[src/rtl/depkt_pkg.sv]
// Shared definitions for the DePacketizer flit arbiter: flit field layout,
// tail marker, arbiter state encoding and the tail-detection helper.
package depkt_pkg;

  localparam int          FLIT_W    = 48;
  localparam logic [15:0] TAIL_MARK = 16'hFFFF;
  localparam int          HDR_HI    = 47;
  localparam int          HDR_LO    = 32;
  localparam int          DATA_HI   = 31;
  localparam int          DATA_LO   = 16;

  typedef enum logic {
    IDLE   = 1'b0,
    LOCKED = 1'b1
  } state_t;

  function automatic logic is_tail(input logic [FLIT_W-1:0] flit, input logic [15:0] mark);
    return flit[HDR_HI:HDR_LO] == mark;
  endfunction

endpackage

[src/rtl/depkt_flit_arbiter_rr_arbiter.sv]
// Combinational round-robin picker: the first requester strictly after the
// pointer wins, wrapping around; reusable for any shared NoC port.
module rr_arbiter #(
  parameter  int NUM_REQ = 4,
  localparam int IW      = (NUM_REQ > 1) ? $clog2(NUM_REQ) : 1
) (
  input  logic [NUM_REQ-1:0] i_req,
  input  logic [IW-1:0]      i_ptr,
  output logic [NUM_REQ-1:0] o_grant,
  output logic [IW-1:0]      o_idx,
  output logic               o_any
);

  logic          w_found;
  logic [IW-1:0] w_cand;

  always_comb begin
    o_grant = '0;
    o_idx   = '0;
    w_found = 1'b0;
    w_cand  = '0;
    // Offsets 1..NUM_REQ visit every source once, the pointer holder last.
    for (int k = 1; k <= NUM_REQ; k++) begin
      w_cand = IW'((int'(i_ptr) + k) % NUM_REQ);
      if (!w_found && i_req[w_cand]) begin
        w_found         = 1'b1;
        o_idx           = w_cand;
        o_grant[w_cand] = 1'b1;
      end
    end
  end

  assign o_any = |i_req;

endmodule

[src/rtl/depkt_flit_arbiter.sv]
// Wormhole arbiter feeding one DePacketizer flit input from NUM_REQ sources;
// a grant is held for a whole packet and flits leave through an output register.
module depkt_flit_arbiter #(
  parameter int          NUM_REQ       = 4,
  parameter int          FLIT_W        = depkt_pkg::FLIT_W,
  parameter logic [15:0] TAIL_MARK     = depkt_pkg::TAIL_MARK,
  parameter int          MAX_PKT_FLITS = 16
) (
  input  logic                        clk,
  input  logic                        reset,
  input  logic [NUM_REQ-1:0]          req_valid,
  input  logic [NUM_REQ*FLIT_W-1:0]   req_flit,
  output logic [NUM_REQ-1:0]          req_ready,
  output logic [FLIT_W-1:0]           flitoutde,
  output logic                        flit_valid,
  input  logic                        flit_ready,
  output logic [$clog2(NUM_REQ)-1:0]  grant_id,
  output logic                        busy,
  output logic [15:0]                 pkt_count,
  output logic                        err_overlong
);

  import depkt_pkg::*;

  localparam int IW = $clog2(NUM_REQ);
  localparam int CW = $clog2(MAX_PKT_FLITS + 1);

  state_t            r_state;
  logic [IW-1:0]     r_grant_id;
  logic [IW-1:0]     r_rr_ptr;
  logic [FLIT_W-1:0] r_flit;
  logic              r_flit_valid;
  logic [15:0]       r_pkt_count;
  logic              r_err_overlong;
  logic [CW-1:0]     r_flit_cnt;

  logic [NUM_REQ-1:0] w_arb_grant;
  logic [IW-1:0]      w_arb_idx;
  logic               w_arb_any;
  logic               w_out_free;
  logic [FLIT_W-1:0]  w_sel_flit;
  logic               w_accept;
  logic               w_tail;
  logic               w_last;

  rr_arbiter #(
    .NUM_REQ (NUM_REQ)
  ) u_rr_arbiter (
    .i_req   (req_valid),
    .i_ptr   (r_rr_ptr),
    .o_grant (w_arb_grant),
    .o_idx   (w_arb_idx),
    .o_any   (w_arb_any)
  );

  assign w_out_free = !r_flit_valid || flit_ready;
  assign w_sel_flit = req_flit[r_grant_id*FLIT_W +: FLIT_W];
  assign w_accept   = (r_state == LOCKED) && req_valid[r_grant_id] && w_out_free;
  assign w_tail     = is_tail(w_sel_flit, TAIL_MARK);
  assign w_last     = (r_flit_cnt == CW'(MAX_PKT_FLITS - 1));

  genvar gi;
  generate
    for (gi = 0; gi < NUM_REQ; gi++) begin : g_ready
      assign req_ready[gi] = (r_state == LOCKED) && (r_grant_id == IW'(gi)) && w_out_free;
    end
  endgenerate

  always_ff @(posedge clk or posedge reset) begin
    if (reset) begin
      r_state        <= IDLE;
      r_grant_id     <= '0;
      r_rr_ptr       <= IW'(NUM_REQ - 1);
      r_flit         <= '0;
      r_flit_valid   <= 1'b0;
      r_pkt_count    <= '0;
      r_err_overlong <= 1'b0;
      r_flit_cnt     <= '0;
    end else begin
      r_err_overlong <= 1'b0;

      // The output register drains independently of the arbitration state.
      if (w_accept) begin
        r_flit       <= w_sel_flit;
        r_flit_valid <= 1'b1;
      end else if (r_flit_valid && flit_ready) begin
        r_flit_valid <= 1'b0;
      end

      case (r_state)
        IDLE: begin
          if (w_arb_any) begin
            r_grant_id <= w_arb_idx;
            r_flit_cnt <= '0;
            r_state    <= LOCKED;
          end
        end
        LOCKED: begin
          if (w_accept) begin
            r_flit_cnt <= r_flit_cnt + CW'(1);
            if (w_tail || w_last) begin
              r_state        <= IDLE;
              r_rr_ptr       <= r_grant_id;
              r_pkt_count    <= r_pkt_count + 16'd1;
              r_err_overlong <= !w_tail;
            end
          end
        end
        default: r_state <= IDLE;
      endcase
    end
  end

  assign flitoutde    = r_flit;
  assign flit_valid   = r_flit_valid;
  assign grant_id     = r_grant_id;
  assign busy         = (r_state == LOCKED);
  assign pkt_count    = r_pkt_count;
  assign err_overlong = r_err_overlong;

endmodule

[config.mk]
export PLATFORM = sky130hd
export DESIGN_NAME = depkt_flit_arbiter
export DESIGN_NICKNAME = d
export VERILOG_FILES = /design/src/rtl/depkt_pkg.sv /design/src/rtl/depkt_flit_arbiter_rr_arbiter.sv /design/src/rtl/depkt_flit_arbiter.sv
export SDC_FILE = /design/constraint.sdc
export NUM_CORES = 1
export LEC_CHECK = 0
export ABC_CLOCK_PERIOD_IN_PS = 2500
export CAP_MARGIN = 20
export CELL_PAD_IN_SITES_DETAIL_PLACEMENT = 0
export CELL_PAD_IN_SITES_GLOBAL_PLACEMENT = 1
export CORE_ASPECT_RATIO = 0.9
export CORE_MARGIN = 2
export CORE_UTILIZATION = 27
export CTS_CLUSTER_SIZE = 14
export DETAILED_ROUTE_END_ITERATION = 16
export GPL_TIMING_DRIVEN = 1
export PLACE_DENSITY_LB_ADDON = 0.1
export SLEW_MARGIN = 40
export SYNTH_ARGS = -nofsm -noshare
export SYNTH_HDL_FRONTEND = slang
export SYNTH_SLANG_ARGS = --single-unit
[constraint.sdc]
create_clock -name clk -period 2.5 [get_ports clk]
set_input_delay 0.375 -clock clk [delete_from_list [all_inputs] [get_ports clk]]
set_output_delay 0.375 -clock clk [all_outputs]
set_load 0.05 [all_outputs]
## Yosys cells after proc, flatten, opt, wreduce, memory -nomap -nowiden

Index checks and enable logic that the tools add are counted.

| cells by class | value |
|---|---|
| add/sub/neg operators | 6 |
| multiply operators | 1 |
| order comparisons | 5 |
| equal/unequal tests | 7 |
| shift-type cells | 1 |
| muxes and demuxes | 29 |
| bitwise operators | 1 |
| reduce and logical (&&, ||, !) cells | 27 |

Operator list:

| operator | count |
|---|---|
| $shiftx A192 B9 Y48 | 1 |
| $add A16 B1 Y16 const B | 1 |
| $eq A16 B16 Y1 const B | 1 |
| $mux W1 | 16 |
| $lt A2 B3 Y1 const B | 5 |
| $logic_and A1 B1 Y1 | 14 |
| $bmux W1 S2 | 5 |
| $mux W5 | 2 |
| $pmux W5 S2 | 1 |
| $mux W2 | 4 |
| $add A5 B1 Y5 const B | 1 |
| $eq A5 B4 Y1 const B | 1 |
| $logic_not A1 Y1 | 5 |
| $add A2 B1 Y2 const B | 2 |
| $add A2 B2 Y2 const B | 2 |
| $eq A2 B2 Y1 const B | 2 |
| $mul A2 B2 Y4 const B | 1 |
| $ne A2 B1 Y1 const B | 2 |
| $reduce_and A2 Y1 | 2 |
| $reduce_or A4 Y1 | 1 |
| $reduce_and A3 Y1 | 1 |
| $eq A2 B1 Y1 const B | 1 |
| $logic_not A2 Y1 | 1 |
| $logic_or A1 B1 Y1 | 2 |
| other kinds (3) | 3 |

| storage, ports and cells | value |
|---|---|
| register bits | 76 |
| bits of input ports | 199 |
| output and inout port bits | 73 |
| logic and storage cells | 85 |

## Longest topological paths before layout

| logic depth | value |
|---|---|
| depth after elaboration | 13 |
| mapped depth | 9 |

## Modules after synthesis

Synthesis repeated with hierarchy kept, for this count alone.

| unflattened totals | value |
|---|---|
| cell total of the unflattened synthesis | 459 |
| area, all modules | 4873.4 um^2 |

Modules (own cells, without submodules):

| module | times used | cells each | area each (um^2) | sequential area each (um^2) |
|---|---|---|---|---|
| depkt_flit_arbiter | 1 | 389 | 4332.9 | 1904.3 |
| rr_arbiter | 1 | 70 | 540.5 | 0.0 |

## Least setup slack after synthesis

OpenSTA, ideal clock, no wires.

| timing | value |
|---|---|
| path kind | flip-flop to output port |
| from | reg r_grant_id[1] (netlist: grant_id[1]) |
| to | out req_ready[2] |
| arrival | 2629 ps |
| data required time | 2125 ps |
| setup slack | -504 ps |
| stages on the path, launching flop included | 6 |
| buffers on the path | 3 |
| cells stage by stage | dfrtp_1 -> buf_2 -> buf_2 -> buf_1 -> inv_1 -> nor3_1 |

| between the ends | value |
|---|---|
| longest elaborated chain between the ends | 3 |

RTL lines:

| what | line | RTL |
|---|---|---|
| from (decl) | depkt_flit_arbiter.sv:29 | `logic [IW-1:0] r_grant_id;` |
| from (signal assigned) | depkt_flit_arbiter.sv:93 | `r_grant_id <= w_arb_idx;` |
| $eq A2 B2 Y1 | depkt_flit_arbiter.sv:65 | `assign req_ready[gi] = (r_state == LOCKED) && (r_grant_id == IW'(gi)) && w_out_free;` |
| $logic_and A1 B1 Y1 (2 in series) | depkt_flit_arbiter.sv:65 |  |
| to (decl) | depkt_flit_arbiter.sv:13 | `output logic [NUM_REQ-1:0] req_ready,` |

Every way passes these cells.

## Final worst setup path

| timing | value |
|---|---|
| from | reg r_grant_id[0] (netlist: grant_id[0]) |
| to | reg r_pkt_count[7] (netlist: pkt_count[7]) |

| between the ends | value |
|---|---|
| longest elaborated chain between the ends | 5 |

RTL lines:

| what | line | RTL |
|---|---|---|
| $mul A2 B2 Y4 / $bmux W1 S2 (equally long branches) | depkt_flit_arbiter.sv:57, depkt_flit_arbiter.sv:58 |  |
| $shiftx A192 B9 Y48 / $mux W1 (equally long branches) | depkt_flit_arbiter.sv:57, depkt_flit_arbiter.sv:58 |  |
| $eq A16 B16 Y1 / $logic_and A1 B1 Y1 (equally long branches) | depkt_pkg.sv:18, depkt_flit_arbiter.sv:58 |  |
| $logic_or A1 B1 Y1 / $logic_and A1 B1 Y1 (equally long branches) | depkt_flit_arbiter.sv:101, depkt_flit_arbiter.sv:58 |  |
| $reduce_and A3 Y1 (no source line) (*) | n/a |  |
| to (signal assigned) | depkt_flit_arbiter.sv:104 | `r_pkt_count <= r_pkt_count + 16'd1;` |
| to (decl) | depkt_flit_arbiter.sv:33 | `logic [15:0] r_pkt_count;` |

Every way passes the cells marked *; elsewhere a longest branch is shown, timed or not. The select of a mux whose other input is x is not followed.
A chain may end at the register's enable or synchronous reset.

==> impl_metrics.prom <==
# TYPE chip_impl_metric gauge
chip_impl_info{name="run_status",value="complete, no violations"} 1
chip_impl_metric{name="path_depth_of_the_worst_reg2reg_path",unit=""} 8
chip_impl_info{name="worst_setup_path_class",value="reg -> reg"} 1
chip_impl_metric{name="detail_route.iter0.violations",unit=""} 115
chip_impl_metric{name="cts_hold_buf",unit=""} 0
chip_impl_metric{name="worstPathArrival",unit="ns"} 2.64
chip_impl_metric{name="port_buffers",unit=""} 271
chip_impl_metric{name="mappedNetlistNets",unit=""} 604
chip_impl_info{name="worst_path_max_delay_cell",value="sky130_fd_sc_hd__dfrtp_4"} 1
chip_impl_metric{name="clock_latency",unit="ns"} 0.34
chip_impl_metric{name="detailed_place_hpwl",unit="mm"} 11.8
chip_impl_metric{name="wp_data_required",unit="ns"} 2.72
chip_impl_metric{name="drcViolationCount",unit=""} 0
chip_impl_metric{name="period_needed",unit="ns"} 2.41
chip_impl_metric{name="power.ir.vdd_worst",unit="mV"} 0.575
chip_impl_metric{name="timing.slew.headroom",unit="%"} 61.3
chip_impl_info{name="cts-root-buf",value="sky130_fd_sc_hd__clkbuf_16"} 1
chip_impl_info{name="end_kind",value="flip-flop"} 1
chip_impl_metric{name="cts_inserted_buffers",unit=""} 9
chip_impl_metric{name="setup.reg_to_reg.worst_slack",unit="ns"} 0.09
chip_impl_info{name="timing.rr.start",value="grant_id[0]$_DFFE_PP0P_"} 1
chip_impl_metric{name="final_hold_violation_count",unit=""} 0
chip_impl_metric{name="gp_routability_congestion",unit=""} 0.767
chip_impl_metric{name="synth_sequential_area_ratio",unit="%"} 43.2
chip_impl_metric{name="grt_usage",unit="%"} 17.6
chip_impl_metric{name="num_io_pins",unit=""} 272
chip_impl_metric{name="first_global_vias",unit=""} 4440
chip_impl_metric{name="floorplan.die_area",unit="µm²"} 17400
chip_impl_metric{name="netlist_instances",unit=""} 402
chip_impl_metric{name="antenna_found_initial",unit=""} 0
chip_impl_metric{name="final_core_util",unit="%"} 49.0
chip_impl_metric{name="detail_route.wirelength",unit="mm"} 15.0
chip_impl_metric{name="total_leakage_power",unit="nW"} 3.39
chip_impl_info{name="worstHoldPathType",value="in -> async"} 1
chip_impl_metric{name="dieWidth",unit="µm"} 139
chip_impl_info{name="netlist.top_cell.by_area",value="sky130_fd_sc_hd__dfrtp_1"} 1
chip_impl_metric{name="timing.critical_path.buf_inv",unit=""} 3
chip_impl_metric{name="power_per_cell_area",unit="nW/µm²"} 1150
chip_impl_metric{name="synthDominantCellAreaShare",unit="%"} 42.0
chip_impl_metric{name="drt_pass1_iterations",unit=""} 4
chip_impl_info{name="commonest_cells_in_the_synthesized_netlist",value="153 x sky130_fd_sc_hd__nand2_1, 74 x sky130_fd_sc_hd__dfrtp_1, 49 x sky130_fd_sc_hd__mux4_2, 15 x sky130_fd_sc_hd__clkbuf_1, 14 x sky130_fd_sc_hd__xnor2_1"} 1
chip_impl_metric{name="grt_first_pass_wirelength",unit="mm"} 23.8
chip_impl_metric{name="dp_cells",unit=""} 868
chip_impl_metric{name="area_growth_syn_to_layout",unit="%"} 78.6
chip_impl_metric{name="postSynth.asyncResetShare",unit="%"} 100
chip_impl_metric{name="synthesis.area",unit="µm²"} 4410
chip_impl_metric{name="finalNetCount",unit=""} 884
chip_impl_metric{name="syn_avg_cell_area",unit="µm²"} 11.0
chip_impl_metric{name="warnings_from_yosys",unit=""} 0
chip_impl_metric{name="final.setup_skew",unit="ns"} 0.00753
chip_impl_metric{name="max_cap_violations",unit=""} 0
chip_impl_metric{name="clk_pin_slew",unit="ns"} 0.06
chip_impl_info{name="crit_chain",value="buf_12 -> mux4_2 -> nand4_1 -> o41ai_4 -> buf_4 -> buf_2 -> nand4_1 -> xnor2_1"} 1
chip_impl_metric{name="setup-violations-final",unit=""} 0
chip_impl_metric{name="via_cell_ratio",unit=""} 4.66
chip_impl_metric{name="clock_tree.buffer_depth",unit=""} 2
chip_impl_metric{name="ant_nets",unit=""} 0
chip_impl_metric{name="floorplan.core_area",unit="µm²"} 16100
chip_impl_metric{name="grt_max_degree",unit=""} 50
chip_impl_metric{name="tightest_slew",unit="ns"} 0.579
chip_impl_metric{name="detailroute.via_count",unit=""} 4163
chip_impl_info{name="synth_ff_type",value="sky130_fd_sc_hd__dfrtp_1"} 1
chip_impl_metric{name="diodes",unit=""} 0
chip_impl_info{name="critical-path-top-delay-family",value="flip-flops"} 1
chip_impl_metric{name="filler_cell_count",unit=""} 1455
chip_impl_metric{name="wl_per_cell",unit="µm"} 16.8
chip_impl_info{name="synth_most_common_cell",value="sky130_fd_sc_hd__nand2_1"} 1
chip_impl_metric{name="final_layout_size_suffix_gt1_share",unit="%"} 15.9
chip_impl_info{name="setup_repair_after_global_routing_missed_its_margin",value="yes"} 1
chip_impl_metric{name="worst_path_largest_cell_delay",unit="ns"} 0.57
chip_impl_metric{name="cts.sinks",unit=""} 76
chip_impl_info{name="setup.worst_path.start_class",value="flip-flop"} 1
chip_impl_info{name="cts_tree",value="yes"} 1
chip_impl_info{name="synth.area.top_cells",value="sky130_fd_sc_hd__dfrtp_1 42%, sky130_fd_sc_hd__mux4_2 25%, sky130_fd_sc_hd__nand2_1 13%"} 1
chip_impl_metric{name="number_of_synthesized_register_bits",unit=""} 76
chip_impl_metric{name="number_of_rows_created_at_floorplan",unit=""} 44
chip_impl_metric{name="stdcell_count",unit=""} 894
chip_impl_metric{name="cts-htree-levels",unit=""} 3
chip_impl_metric{name="initial_utilization",unit="%"} 27.4
chip_impl_metric{name="final-max-slew-violation-count",unit=""} 0
chip_impl_info{name="endpoint_of_the_lowest_slack_register_to_register_path",value="pkt_count[7]$_DFFE_PP0P_"} 1
chip_impl_metric{name="die_y",unit="µm"} 125
chip_impl_metric{name="fmax",unit="MHz"} 414
chip_impl_metric{name="synth_cell_types",unit=""} 38
chip_impl_metric{name="synth_edf_count",unit=""} 0
chip_impl_info{name="cp_dominant_cell_by_count",value="sky130_fd_sc_hd__nand4_1"} 1
chip_impl_metric{name="post-route-period-util",unit="%"} 96.5
chip_impl_metric{name="worst-path-max-fanout",unit=""} 11
chip_impl_metric{name="total_grt_overflow",unit=""} 0
chip_impl_metric{name="final.setup.tns",unit="ns"} 0
## worst register-to-register path, stage by stage (launching register included)
cell and delay [ns]:
sky130_fd_sc_hd__dfrtp_4 0.57, sky130_fd_sc_hd__buf_12 0.19, sky130_fd_sc_hd__mux4_2 0.38, sky130_fd_sc_hd__nand4_1 0.16, sky130_fd_sc_hd__o41ai_4 0.35, sky130_fd_sc_hd__buf_4 0.19
sky130_fd_sc_hd__buf_2 0.19, sky130_fd_sc_hd__nand4_1 0.12, sky130_fd_sc_hd__xnor2_1 0.15
## final cells by class
type / instances / area [µm²] / share of cell area (%)
Clock inverter: 5 / 100 / 1.27
Multi-Input combinational cell: 292 / 2360 / 30.0
Clock buffer: 11 / 243 / 3.08
Timing Repair Buffer: 296 / 2970 / 37.7
Tap cell: 207 / 259 / 3.29
Inverter: 7 / 27.5 / 0.350
Sequential cell: 76 / 1910 / 24.3
## power by group
| part | internal [mW] | switching, mW |
|---|---|---|
| clock | 0.999 | 0.505 |
| combinational | 2.22 | 3.22 |
| sequential | 1.73 | 0.373 |
| total | 4.94 | 4.10 |
## worst max-delay path by stage
stage | start | endpoint | cells past startpoint
after floorplan | grant_id[1]$_DFFE_PP0P_ | req_ready[2] | 5
final | grant_id[0]$_DFFE_PP0P_ | pkt_count[7]$_DFFE_PP0P_ | 8
after CTS | grant_id[1]$_DFFE_PP0P_ | pkt_count[14]$_DFFE_PP0P_ | 6
after detailed placement | req_flit[134] | pkt_count[14]$_DFFE_PP0P_ | 7
after global placement | req_flit[134] | pkt_count[14]$_DFFE_PP0P_ | 7
after global routing | grant_id[0]$_DFFE_PP0P_ | pkt_count[14]$_DFFE_PP0P_ | 8
## logic make-up (layout without fill, tap and decap cells)
kind of cell / Yosys count / in the layout / synth area share, %
adders and majority gates: 3 / 3 / 0.852
AOI/OAI and AO/OA: 14 / 14 / 2.47
buffers and inverters: 34 / 319 / 3.78
muxes: 52 / 52 / 25.8
and+or+nand+nor: 207 / 207 / 20.7
DFF: 76 / 76 / 43.2
xor gates and xnor gates: 16 / 16 / 3.18
## per-stage QoR
step	instance area, µm²	hold WS [ns]	total power [mW]	setup slack [ns]
floorplan	4420	0.465	5.62	-0.120
global placement	7420	0.459	7.48	-0.0362
detailed placement	7420	0.461	7.52	-0.0938
CTS	7790	0.379	9.11	0.0138
global route	7870	0.392	9.61	-0.0251
finish	7870	0.365	9.04	0.0870
## timing repair
item                                    in CTS  in global routing
resized for setup                            0                  7
buffers inserted                             4                  5
pin swaps                                    0                  2
endpoints found under the setup margin       1                 14
gates cloned                                 0                  1
## placed cells by master, fill, tap and decap left out, types with 6 or more instances in the layout
cell,instances
sky130_fd_sc_hd__clkdlybuf4s50_1,265
sky130_fd_sc_hd__nand2_1,153
sky130_fd_sc_hd__dfrtp_1,72
sky130_fd_sc_hd__mux4_2,49
sky130_fd_sc_hd__buf_4,22
sky130_fd_sc_hd__xnor2_1,14
sky130_fd_sc_hd__nand4_1,10
sky130_fd_sc_hd__and3_1,9
sky130_fd_sc_hd__clkbuf_16,9
sky130_fd_sc_hd__nand3_1,7
sky130_fd_sc_hd__nor2_1,7
sky130_fd_sc_hd__o21ai_0,7
sky130_fd_sc_hd__inv_1,6
sky130_fd_sc_hd__buf_12,6
## registers in the layout, summed over array words and instances, names as in the netlist
name / count
r_flit_cnt: 5
flit_valid: 1
pkt_count: 16
r_rr_ptr: 2
busy: 1
flitoutde: 48
grant_id: 2
err_overlong: 1
## metal layers
| metal | part of all wire (%) | GRT usage, % | wire [µm] | up-vias |
|---|---|---|---|---|
| li1 | - | - | - | 1979 |
| met1 | 39 | 20.3 | 5860 | 2022 |
| met2 | 52 | 30.6 | 7790 | 140 |
| met3 | 7.3 | 6.66 | 1100 | 22 |
| met4 | 1.8 | 5.35 | 274 | 0 |
| met5 | 0 | 0 | 0 | - |
Power figures use the tool's default switching activity.
==> RTL edit 1, RTL diff (same flow settings) <==
One comparison of `r_flit_cnt` changes from == to >=.
--- a/src/rtl/depkt_flit_arbiter.sv
+++ b/src/rtl/depkt_flit_arbiter.sv
@@ -57,7 +57,7 @@
   assign w_sel_flit = req_flit[r_grant_id*FLIT_W +: FLIT_W];
   assign w_accept   = (r_state == LOCKED) && req_valid[r_grant_id] && w_out_free;
   assign w_tail     = is_tail(w_sel_flit, TAIL_MARK);
-  assign w_last     = (r_flit_cnt == CW'(MAX_PKT_FLITS - 1));
+  assign w_last     = (r_flit_cnt >= CW'(MAX_PKT_FLITS - 1));
 
   genvar gi;
   generate
Function: same outputs for any inputs over 4 cycles, from zero or initial values and one cycle with reset high; that may be too few to reach the edited logic, so the function may still have changed.
==> RTL edit 1 against the unedited design <==
Clock skew shrank 0.0022 ns; worst setup slack gained 0.097 ns; first-iteration DRC count grew 51%; cell area shrank 0.48%; routed wire length grew 1.2%; global-route usage shrank 0.40 points; synthesized area grew 0.99%; sequential cell count is the same; total power grew 1.7%; critical endpoint is now pkt_count[4]$_DFFE_PP0P_.
==> RTL edit 1: results <==
[global_routing]
antenna_found_initial = 0
grt_util_all_layers_pct = 17.2
grt_max_degree = 41
grt_pass1_vias = 4403
grt_first_pass_wirelength_um = 23400

[critical_path]
cp_max_fo = 22
rrSetupSlack_ns = 0.18
critPathMaxStageDelay_ns = 0.63
r2r.worst_path.cells = 6
critical_path_arrival_ns = 2.53

[layout]
drive_gt1_share_pct = 14.5
diodes = 0
fin_nets = 881

[logic_synthesis]
synth-adder-area-share_pct = 0.844
synth_commonest_cells = "155 x nand2_1, 74 x dfrtp_1, 45 x mux4_2"
synthMuxAreaShare_pct = 26.4
synthXorXnorAreaFrac_pct = 3.35
synth_compound_area_share_pct = 4.42
synth_nets = 609
synth_cell_types = 39
synth.area.top_cells = "dfrtp_1 42%, mux4_2 23%, nand2_1 13%"
yosysSeqAreaShare_pct = 42.8

[power_and_ir_drop]
p_leak_nw = 3.34
peakVddDrop_uv = 509

[timing]
worst_pin_slew_ns = 0.571
fin_skew_ns = 0.00533

[placement]
hpwlAfterDp_um = 12000
gp_congestion = 0.787
dpl-instance-area_um2 = 7510

[clock_network]
clk_pin_slew_ns = 0.06

[routing]
dr_wl_met3_um = 1010
totalWireLength_um = 15200
met1_length_um = 6220
wl_met2_um = 7660
viasPerCell = 4.73
drtIter0Drc = 174

[status]
outcome = "finished, final reports clean"
[RTL edit 1: kinds of logic after synthesis]
group / after synthesis
adder cells (fa/ha/maj): 3
AO/OA/AOI/OAI: 28
flip-flops: 76
XOR/XNOR: 17
multiplexers: 54
AND/OR/NAND/NOR: 196
buffers and inverters: 33
[RTL edit 1: metal layers]
layer,vias to the layer above,global-route usage (%)
met1,2021,20.8
met2,186,29.9
li1,1989,-
met4,0,6.42
met5,-,0
met3,20,4.14
[RTL edit 1: through the flow]
step | hold slack [ns] | total power, W | std cells | setup TNS (ns) | setup WS (ns)
CTS | 0.265 | 0.00936 | 891 | 0 | 0.144
detailed placement | 0.461 | 0.00793 | 875 | 0 | 0.0706
finish | 0.273 | 0.00920 | 891 | 0 | 0.184
floorplan | 0.472 | 0.00585 | 407 | -0.0688 | -0.0688
global placement | 0.458 | 0.00787 | 875 | 0 | 0.119
global route | 0.280 | 0.00976 | 891 | 0 | 0.0656
[RTL edit 1: area by class of cell]
| cell class | count | area [um2] | share of cell area (%) |
|---|---|---|---|
| repair buffers | 289 | 2920 | 37.3 |
| multi-input cells | 298 | 2400 | 30.7 |
| flip-flops and latches | 76 | 1910 | 24.4 |
| well taps | 207 | 259 | 3.31 |
| clock buffers | 11 | 243 | 3.10 |
| clock inverters | 5 | 75.1 | 0.958 |
| inverters | 5 | 20.0 | 0.256 |
[RTL edit 1: path summary, 6_finish.rpt]
kind | from | to
min in group clk | flitoutde[24]$_DFFE_PP0P_ | flitoutde[24]$_DFFE_PP0P_
worst min-delay path | reset | flitoutde[19]$_DFFE_PP0P_
worst min register to register | flitoutde[24]$_DFFE_PP0P_ | flitoutde[24]$_DFFE_PP0P_
worst max-delay path | grant_id[0]$_DFFE_PP0P_ | pkt_count[4]$_DFFE_PP0P_
max in group asynchronous | reset | pkt_count[3]$_DFFE_PP0P_
worst max register to register | grant_id[0]$_DFFE_PP0P_ | pkt_count[4]$_DFFE_PP0P_
[RTL edit 1: where the power goes]
group | internal, W | switching [W] | total (W) | leakage (nW)
Combinational | 0.00231 | 0.00338 | 0.00569 | 2.22
Sequential | 0.00175 | 0.000371 | 0.00212 | 0.954
Clock | 0.000896 | 0.000494 | 0.00139 | 0.159
[RTL edit 1: worst reg2reg max path, stage by stage, from the launching register on]
cell and delay, ns:
dfrtp_4 0.63, mux4_1 0.44, nand4_1 0.16, nor4_4 0.39, buf_4 0.27, o2111ai_1 0.15, xnor2_1 0.16
==> RTL edit 2, RTL diff (same settings) <==
Made on the original files. Set the package constant `FLIT_W` to 96 (it was 48).
--- a/src/rtl/depkt_pkg.sv
+++ b/src/rtl/depkt_pkg.sv
@@ -2,7 +2,7 @@
 // tail marker, arbiter state encoding and the tail-detection helper.
 package depkt_pkg;
 
-  localparam int          FLIT_W    = 48;
+  localparam int          FLIT_W    = 96;
   localparam logic [15:0] TAIL_MARK = 16'hFFFF;
   localparam int          HDR_HI    = 47;
   localparam int          HDR_LO    = 32;
Interface: changed (resized flitoutde and req_flit); port bits go from 272 to 512. The function was not compared with the original's and may differ.
==> RTL edit 2 against the unedited design <==
Sequential cell count up 48; synthesized cell count grew 65%; synthesized area up 68%; worst setup slack gained 0.039 ns; clock power grew 71%; cell area rose by 74%; critical path depth down 1; core utilization is 1.8 points higher; routed wire length grew 100%; via count rose by 71%; total power is 81% higher; critical endpoint is now pkt_count[1]$_DFFE_PP0P_; largest power group unchanged.
==> RTL edit 2: results <==
[layout]
fin_nets = 1561
diodes = 1
drive_gt1_share_pct = 14.7
fillers = 2474
nNonClkBuffers = 533
nMultiInputCombCells = 486
clock_area_share_pct = 4.34
largest_reg_flops = 96
sh_seq_area_pct = 22.7
multi_input_area_um2 = 4090
nNonClkInverters = 5

[logic_synthesis]
synth_compound_area_share_pct = 1.11
yosysSeqAreaShare_pct = 41.9
synth_nets = 1056
synthXorXnorAreaFrac_pct = 2.23
synth_cell_types = 42
synth.area.top_cells = "dfrtp_1 41%, mux4_2 28%, nand2_1 15%"

[placement]
gp_congestion = 0.784
dpl-instance-area_um2 = 13100
portBuffers = 511

[critical_path]
critical_path_arrival_ns = 2.67
critPathMaxStageDelay_ns = 0.49
rr_endpoint = "pkt_count[1]$_DFFE_PP0P_"

[status]
outcome = "finished, final reports clean"

[power_and_ir_drop]
switching_power_w = 0.00757
peakVddDrop_uv = 508
pwr-share-seq_pct = 21.1

[clock_network]
cts.sinks = 124
clock_latency_ns = 0.41
cts_resized = 2

[timing]
fin_skew_ns = 0.0104
worst_pin_slew_ns = 0.645

[global_routing]
antenna_found_initial = 3
grt_max_degree = 75
grt_pass1_vias = 7459
grt_util_all_layers_pct = 20.7

[routing]
drtIter0Drc = 295
[RTL edit 2: cells by family (layout without fill, tap and decap cells)]
group | after synthesis | count (layout)
flip-flops | 124 | 124
multiplexers | 102 | 102
AO/OA/AOI/OAI | 11 | 11
buffers and inverters | 52 | 568
adder cells (fa/ha/maj) | 3 | 3
XOR/XNOR | 18 | 18
other | 0 | 1
AND/OR/NAND/NOR | 352 | 352
[RTL edit 2: through the flow]
step                      std cells  hold WS (ns)  setup TNS [ns]  setup WS, ns  utilization, %
after detailed placement       1500         0.461               0        0.0181            48.4
after global placement         1500         0.456               0        0.0246            48.4
final                          1533         0.427               0         0.126            50.7
after floorplan                 662         0.497          -0.268        -0.221               -
after CTS                      1530         0.428               0        0.0176            50.6
after global routing           1533         0.459               0        0.0380            50.7
[RTL edit 2: how the worst min path moves through the flow]
stage / startpoint / endpoint / slack, ns / depth (start not counted)
floorplan: r_flit_cnt[3]$_DFFE_PP0P_ / r_flit_cnt[3]$_DFFE_PP0P_ / 0.50 / 2
global placement: flitoutde[20]$_DFFE_PP0P_ / flitoutde[20]$_DFFE_PP0P_ / 0.46 / 2
detailed placement: flitoutde[42]$_DFFE_PP0P_ / flitoutde[42]$_DFFE_PP0P_ / 0.46 / 2
CTS: reset / flitoutde[10]$_DFFE_PP0P_ / 0.43 / 3
global route: reset / flitoutde[10]$_DFFE_PP0P_ / 0.46 / 3
finish: reset / flitoutde[11]$_DFFE_PP0P_ / 0.43 / 3
[RTL edit 2: per-layer routing]
layer | part of all wire, % | vias up | global-route usage [%] | routed length (um)
li1 | - | 3352 | - | -
met2 | 54 | 281 | 38.5 | 16400
met4 | 1.3 | 4 | 5.10 | 393
met1 | 35 | 3442 | 22.2 | 10700
met5 | 0.11 | - | 0 | 34
met3 | 9.2 | 25 | 7.06 | 2800
